`config.mk`:
```
export PLATFORM = sky130hd
export DESIGN_NAME = chev_map_iter
export DESIGN_NICKNAME = d
export VERILOG_FILES = /design/src/rtl/chev_map_pkg.sv /design/src/rtl/chev_fix_mac.sv /design/src/rtl/chev_map_iter.sv
export SDC_FILE = /design/constraint.sdc
export NUM_CORES = 2
export LEC_CHECK = 0
export ABC_AREA = 1
export CAP_MARGIN = 20
export CORE_MARGIN = 4
export CORE_UTILIZATION = 35
export CTS_BUF_LIST = sky130_fd_sc_hd__clkbuf_16
export DETAILED_ROUTE_END_ITERATION = 16
export SYNTH_ARGS = -nofsm -noshare
export SYNTH_HDL_FRONTEND = slang
export SYNTH_SLANG_ARGS = --single-unit
```
`constraint.sdc`:
```
create_clock -name clk -period 9.4 [get_ports clk]
set_clock_uncertainty 0.1 [all_clocks]
set_input_delay 0.94 -clock clk [delete_from_list [all_inputs] [get_ports clk]]
set_output_delay 0.94 -clock clk [all_outputs]
set_load 0.005 [all_outputs]
```
`src/rtl/chev_map_pkg.sv`:
```
// chev_map_pkg: shared types and fixed-point helpers for the chaotic-map blocks.
package chev_map_pkg;
  typedef enum logic [1:0] {IDLE, STEP, EMIT} state_t;
  typedef logic signed [63:0] wide_t;
  function automatic wide_t one(int w);
    return 64'sd1 <<< (w - 2);
  endfunction
  function automatic wide_t sat(wide_t v, int w);
    wide_t lim;
    lim = one(w);
    return v > lim ? lim : (v < -lim ? -lim : v);
  endfunction
  function automatic int clamp_deg(int d, int dmax);
    return d < 2 ? 2 : (d > dmax ? dmax : d);
  endfunction
endpackage

```
`src/rtl/chev_fix_mac.sv`:
```
// chev_fix_mac: combinational sat(2*x*t_cur - t_prev) in signed Q2.(W-2).
module chev_fix_mac import chev_map_pkg::*; #(
  parameter int W = 32
) (
  input  logic [W-1:0] x,
  input  logic [W-1:0] t_cur,
  input  logic [W-1:0] t_prev,
  output logic [W-1:0] y
);
  localparam int FRAC = W - 2;
  localparam logic signed [2*W-1:0] RND = {{(2*W-1){1'b0}}, 1'b1} << (FRAC - 2);
  logic signed [2*W-1:0] prod, sh;
  logic signed [W+1:0] dbl, diff;
  wide_t s;
  always_comb begin
    prod = (2*W)'($signed(x)) * (2*W)'($signed(t_cur));
    // shifting by FRAC-1 instead of FRAC folds in the factor of two
    sh   = (prod + RND) >>> (FRAC - 1);
    dbl  = sh[W+1:0];
    diff = dbl - (W+2)'($signed(t_prev));
    s    = sat(wide_t'(diff), W);
    y    = s[W-1:0];
  end
endmodule

```
`src/rtl/chev_map_iter.sv`:
```
// chev_map_iter: iterates x <- T_deg(x) via the Chebyshev recurrence, streaming each iterate.
module chev_map_iter import chev_map_pkg::*; #(
  parameter int W       = 32,
  parameter int DEG_MAX = 8,
  parameter int ITER_W  = 16
) (
  input  logic                         clk,
  input  logic                         rst_n,
  input  logic                         in_valid,
  output logic                         in_ready,
  input  logic [W-1:0]                 in_x,
  input  logic [$clog2(DEG_MAX+1)-1:0] in_deg,
  input  logic [ITER_W-1:0]            in_iters,
  output logic                         out_valid,
  input  logic                         out_ready,
  output logic [W-1:0]                 out_x,
  output logic                         out_last,
  output logic                         busy
);
  localparam int DW = $clog2(DEG_MAX + 1);
  localparam logic [W-1:0] ONE_W = W'(one(W));
  state_t state;
  logic [W-1:0] x_reg, t_prev, t_cur, mac_y, sx_w;
  logic [DW-1:0] k, deg_reg;
  logic [ITER_W-1:0] iter_left;
  wide_t sx;
  chev_fix_mac #(.W(W)) u_mac (.x(x_reg), .t_cur(t_cur), .t_prev(t_prev), .y(mac_y));
  assign sx        = sat(wide_t'($signed(in_x)), W);
  assign sx_w      = sx[W-1:0];
  assign in_ready  = state == IDLE;
  assign busy      = state != IDLE;
  assign out_valid = state == EMIT;
  assign out_x     = t_cur;
  assign out_last  = state == EMIT && iter_left == ITER_W'(1);
  always_ff @(posedge clk or negedge rst_n) begin
    if (!rst_n) begin
      state     <= IDLE;
      x_reg     <= '0;
      t_prev    <= '0;
      t_cur     <= '0;
      k         <= '0;
      deg_reg   <= '0;
      iter_left <= '0;
    end else begin
      case (state)
        IDLE: if (in_valid) begin
          x_reg     <= sx_w;
          t_prev    <= ONE_W;
          t_cur     <= sx_w;
          k         <= DW'(1);
          deg_reg   <= DW'(clamp_deg(int'(in_deg), DEG_MAX));
          iter_left <= in_iters == '0 ? ITER_W'(1) : in_iters;
          state     <= STEP;
        end
        STEP: begin
          t_cur  <= mac_y;
          t_prev <= t_cur;
          k      <= k + DW'(1);
          if (k + DW'(1) == deg_reg) state <= EMIT;
        end
        EMIT: if (out_ready) begin
          if (iter_left > ITER_W'(1)) begin
            // t_cur already holds T_1 of the new seed, so only t_prev restarts
            x_reg     <= t_cur;
            t_prev    <= ONE_W;
            k         <= DW'(1);
            iter_left <= iter_left - ITER_W'(1);
            state     <= STEP;
          end else begin
            state <= IDLE;
          end
        end
        default: state <= IDLE;
      endcase
    end
  end
endmodule
```
[Word level (Yosys, flattened, before mapping)]
Cells that the tools add are included.
Operators by class
  $add $sub $neg: 4
  multipliers: 1
  order comparisons: 7
  equality and inequality tests: 8
  muxes and demuxes: 29
  reductions and logical operators: 12
Operators with widths (count)
  two-way mux 32 bit: 10
  case mux 32 bit (2 select lines): 2
  case mux 32 bit (3 select lines): 1
  two-way mux 16 bit: 4
  adder 63 x 30 -> 63 bit (second input constant): 1
  multiplier 32 x 32 -> 63 bit: 1
  > comparator 34 x 32 -> 1 bit (second input constant): 1
  less-than comparator 34 x 31 -> 1 bit (second input constant): 1
  subtractor 34 x 32 -> 34 bit: 1
  > comparator 32 bit (second input constant): 1
  less-than comparator 32 x 31 -> 1 bit (second input constant): 1
  case mux 16 bit (2 select lines): 1
  two-way mux 4 bit: 5
  == test 16 x 1 -> 1 bit (second input constant): 1
  > comparator 16 x 1 -> 1 bit (second input constant): 1
  zero test 16 bit: 1
  subtractor 16 x 1 -> 16 bit (second input constant): 1
  case mux 4 bit (3 select lines): 1
  AND reduction 4 bit: 2
  two-way mux 2 bit: 3
  case mux 2 bit (3 select lines): 1
  nonzero test 2 bit: 3
  adder 4 x 1 -> 4 bit (second input constant): 1
  == test 4 bit: 1
  12 further kinds: 15
Word-level totals
  register bits: 122
  input bits: 56
  output and inout port bits: 36
  word-level logic and storage cells: 68

[Longest topological paths before layout]
  word-level depth: 7
  depth in mapped cells: 54

[Cells and area by module]
From an unflattened synthesis, not the netlist that was laid out.
Unflattened totals
  cells, all modules: 6140
  area, all modules: 46336.9 um^2
By module, submodules not included
  chev_fix_mac: instances 1, cells each 5243, area each 39939.6 um^2, seq. area each 0.0 um^2
  chev_map_iter: instances 1, cells each 897, area each 6397.4 um^2, seq. area each 3052.9 um^2

[Least setup slack after synthesis]
Ideal clock, no wire load.
  kind: flip-flop to flip-flop
  start: register x_reg[31]
  end: register t_cur[7] (netlist: out_x[7])
  arrival time: 9290 ps
  required time: 9227 ps
  path slack: -63 ps
  stages on the path, launching flop included: 43
  path buffers: 3
  clock period less this slack: 9463 ps
  cells stage by stage: dfrtp_1 > clkbuf_1 > clkbuf_1 > nand2_1 > inv_1 > fa_1 > fa_1 > fa_1 > fa_1 > inv_1 > fa_1 > inv_1 > fa_1 > inv_1 > fa_1 > inv_1 > fa_1 > ha_1 > [7 not listed] > ha_1 > nand2_1 > nor2_1 > nand2_1 > nor2_1 > nand3_1 > nand3_1 > inv_1 > nand2_1 > nand2_1 > nand2_1 > nand2_1 > nand2_1 > nand2_1 > a21oi_2 > buf_4 > nand3_2 > a21oi_2
Between the ends
  cells in the longest elaborated chain, start to end: 7
  elaborated cells on any way between the ends: 8
RTL lines
  start: declaration: RTL line chev_map_iter.sv:23  | logic [W-1:0] x_reg, t_prev, t_cur, mac_y, sx_w;
  start signal: assignment: RTL line chev_map_iter.sv:47  | x_reg <= sx_w;
  start signal: assignment: RTL line chev_map_iter.sv:64  | x_reg <= t_cur;
  multiplier 32 x 32 -> 63 bit *: RTL line chev_fix_mac.sv:16  | prod = (2*W)'($signed(x)) * (2*W)'($signed(t_cur));
  adder 63 x 30 -> 63 bit *: RTL line chev_fix_mac.sv:18  | sh = (prod + RND) >>> (FRAC - 1);
  subtractor 34 x 32 -> 34 bit *: RTL line chev_fix_mac.sv:20  | diff = dbl - (W+2)'($signed(t_prev));
  less-than comparator 34 x 31 -> 1 bit: RTL line chev_map_pkg.sv:11  | return v > lim ? lim : (v < -lim ? -lim : v);
  two-way mux 32 bit: RTL line chev_map_pkg.sv:11
  two-way mux 32 bit *: RTL line chev_map_pkg.sv:11
  case mux 32 bit (2 select lines) *: RTL line chev_map_iter.sv:45  | case (state)
  end signal: assignment: RTL line chev_map_iter.sv:49  | t_cur <= sx_w;
  end signal: assignment: RTL line chev_map_iter.sv:56  | t_cur <= mac_y;
  end: declaration: RTL line chev_map_iter.sv:23
Mark *: on every way between the ends. The rest lies on a longest branch, timed or not.
A chain may end at the register's enable or synchronous reset.

[Final worst setup path]
  start: register x_reg[18]
  end: register t_cur[29] (netlist: out_x[29])
The elaborated chain is that of the path after synthesis.

==> results.md <==
- The number of antenna violations at the first check in global routing came to 0.
- The first TritonRoute pass finished after 5 iterations.
- The largest single stage delay on the critical path is 0.59 ns.
- The root buffer cell is clkbuf_16.
- The die area is 135,000 sq um.
- The net total in the final layout is 7,581.
- TritonCTS created 17 clock buffers.
- The instance count of the mapped netlist is 5,668.
- Headroom to the max-slew limit came out at 31.8%.
- The data arrival time of the critical path is 9.94 ns.
- CTS built an H-tree with a depth of 4.
- The final number of hold-violating endpoints is 0.
- The standard cell area after detailed placement is 53,100 sq um.
- The worst min-delay path class is flop to flop.
- The count of endpoints failing setup in the final report is 30.
- Once the floorplan was initialized, standard cells occupied 35.3% of the core.
- The global route total overflow is 0.
- The post-placement cell count is 7,811.
- The count of clock tree sinks is 122.
- The via count of the first global-routing pass is 39,816.
- For the pin with the worst max-slew slack, the measured transition is 1.02 ns.
- Once routing completed, OpenROAD measured the worst setup slack at -0.269 ns.
- Setup repair after global routing could not meet its margin everywhere.
- Among all flip-flop cells after synthesis, the most frequent one is dfrtp_1.
- The top fanout value on the critical path is 11.
- The checks that failed: negative setup slack.
- The flow ran to the end, but the final reports show violations.
- In the routed design, unresolved DRC markers number 0.
- By count the netlist is led by inv_1, nand2_1, fa_1.
- The critical path in this run is classified as flop to flop.
- The shortest period the worst path allows is 9.67 ns.
- Input and output buffers added on the ports amount to 91.
- The non-filler instance count after layout is 7,915.
- In this run the remaining antenna-violating nets after routing total 0.
- Among all cell types in the netlist, the one instantiated most often is inv_1.
- The final hold slack is 0.414 ns.
- The synthesized netlist occupies a cell area of 45,200 sq um.
- Entering global routing, the biggest net connects 72 pins.
- The detail-routed net length per standard cell is 18.9 um.
- Relative to the synthesized area, the layout overhead comes to 24.6%.
- Of the cells placed in the final design, the portion with a size suffix greater than 1 is 18.8%.
- In the finished design, the share of the clock period the worst path needs comes to 103%.
- Using the TritonRoute via totals, the vias-per-cell ratio works out to 4.83.
- The worst hold path begins at iter_left[7]$_DFFE_PN0P_.
- Detailed placement finished with a half-perimeter wire length of 124,000 um.
- The number of max-slew violations in the final report is 0.
- The total routed wirelength is 150,000 um.
- The reg2reg setup slack is -0.27 ns.
- The worst setup path is launched from a flop.
- Across the run, the number of max-cap violations was 0.
- Counting flops with a built-in enable in the synthesized netlist gives 0.
- The number of rows created at floorplan is 131.
- The first-pass GRT wire length is 233,000 um.
- The worst register-to-register path ends at out_x[29]$_DFFE_PN0P_.
- Pin placement for this block handled 92 I/O pins.
- Timing analysis after detailed placement gives a worst setup slack of -0.632 ns.
- The height of the die is 367 um.
- At the later pin of the worst-skew pair, clock insertion delay measures 0.45 ns.
- Global routing used 22.2% of the available tracks.
- Synthesis produced a netlist with a net count of 7,011.
- The number of filler cells placed in the layout is 12,726.
- The depth of the worst hold-timing path is 2.
- The distinct cell type count after synthesis is 55.
- Timing would allow up to 103 MHz.
- Dividing the synthesized area by the synthesized cell count gives 7.97 sq um.
- The share of synthesized area occupied by flip-flops and latches is 6.76%.
- After synthesis, the cell types taking the most area are fa_1, inv_1, nand2_1, dfrtp_1, ha_1.
- The startpoint identified for the worst register-to-register timing path is x_reg[18]$_DFFE_PN0P_.
- The TritonCTS clock tree is yes.
- Measured in cells, the most critical reg-to-reg path has a length of 47.
- The worst setup path is captured at a flop.
- After synthesis the netlist holds a flip-flop and latch count of 122.
- The finished cells cover 56,200 sq um.
- The portion of synthesized cell area occupied by the leading cell type is 47.6%.
- The worst min-delay path endpoint is iter_left[7]$_DFFE_PN0P_.
- For this block, the via count after detailed routing is 38,193.
- During synthesis, Yosys emitted a total of 0 warnings.
- The die outline width is 367 um.
- The clock-pin slew on the worst setup and hold paths is 0.06 ns.
- The cell at the slowest stage of the critical path is fa_1.
- The share of flip-flops with an asynchronous set or reset after synthesis is 100%.
- After the first detailed-routing iteration, the DRC count stood at 2,965.
- Routability-driven placement finished with a final weighted congestion of 0.971.
- The critical path data required time is 9.67 ns.
- The core region is 128,000 sq um.
- In this run the deepest clock path goes through 2 buffers.
- The library cell with the largest summed area after synthesis is fa_1.
-- critical path: cells and delay by family (launching register included) --
family	cells	cell delay, ns
xor gates and xnor gates	2	0.31
DFF	1	0.39
AOI/OAI and AO/OA	9	1.36
buffers and inverters	15	1.72
adders and majority gates	10	4.56
and+or+nand+nor	11	1.13
-- through the flow --
stage / util, % / setup TNS (ns)
finish: 44.0 / -6.64
global route: 44.0 / -17.48
floorplan: - / 0
CTS: 42.5 / -6.22
global placement: 41.5 / -18.34
detailed placement: 41.5 / -18.67
-- cell usage in the layout (no fill, tap or decap), types with 28 or more instances in the layout --
cell type,netlist,layout
inv_1,1697,1674
nand2_1,1353,1301
fa_1,1074,1038
buf_4,3,627
ha_1,213,170
nor2_1,173,134
o21ai_0,152,127
dfrtp_1,122,104
a21oi_1,141,100
clkdlybuf4s50_1,0,90
buf_12,0,81
nand3_1,85,79
a21oi_2,33,67
nand2_2,7,50
ha_4,0,39
fa_2,0,36
xor2_1,44,35
nand3_2,31,34
o22ai_1,32,32
o21a_1,28,28
-- routing by layer --
metal / vias up / global-route usage [%] / wire (um)
met3: 233 / 2.07 / 8540
met5: - / 0 / 0
li1: 17232 / - / -
met2: 1247 / 36.4 / 71400
met1: 19481 / 30.8 / 63600
met4: 0 / 7.59 / 6390
-- how the worst max path moves through the flow --
stage / slack (ns) / startpoint / to / depth (start not counted)
floorplan: 0.19 / x_reg[31]$_DFFE_PN0P_ / out_x[7]$_DFFE_PN0P_ / 42
global placement: -0.60 / x_reg[10]$_DFFE_PN0P_ / out_x[23]$_DFFE_PN0P_ / 42
detailed placement: -0.63 / out_x[12]$_DFFE_PN0P_ / out_x[22]$_DFFE_PN0P_ / 42
CTS: -0.24 / out_x[12]$_DFFE_PN0P_ / out_x[29]$_DFFE_PN0P_ / 50
global route: -0.62 / out_x[0]$_DFFE_PN0P_ / out_x[29]$_DFFE_PN0P_ / 47
finish: -0.27 / x_reg[18]$_DFFE_PN0P_ / out_x[29]$_DFFE_PN0P_ / 47
-- repair_timing --
| item | 4_1_cts | 5_1_grt |
|---|---|---|
| gates cloned | 2 | 10 |
| buffers inserted | 18 | 40 |
| gates resized for setup | 102 | 317 |
| pin swaps | 20 | 144 |
| endpoints found under the setup margin | 32 | 32 |
| hold buffers | 0 | 0 |
-- final cells by class --
cell class,instances,area (sq um),share of cell area (%)
Multi-Input combinational cell,3554,36100,64.3
Timing Repair Buffer,842,7950,14.1
Inverter,1701,6380,11.4
Sequential cell,122,3080,5.47
Tap cell,1662,2080,3.70
Clock buffer,17,425,0.756
Clock inverter,15,186,0.331
Antenna cell,2,5.00,0.00890
-- cells by family after synthesis --
| family | count (synthesis) | synth area share, % |
|---|---|---|
| XOR/XNOR | 74 | 1.44 |
| adder cells (fa/ha/maj) | 1287 | 53.5 |
| buffers and inverters | 1992 | 16.6 |
| AO/OA/AOI/OAI | 467 | 6.18 |
| flip-flops | 122 | 6.76 |
| AND/OR/NAND/NOR | 1726 | 15.5 |
Power is left out: the tool's default activity adds up to more than one toggle a clock period on the data nets, which glitch-free logic cannot reach.
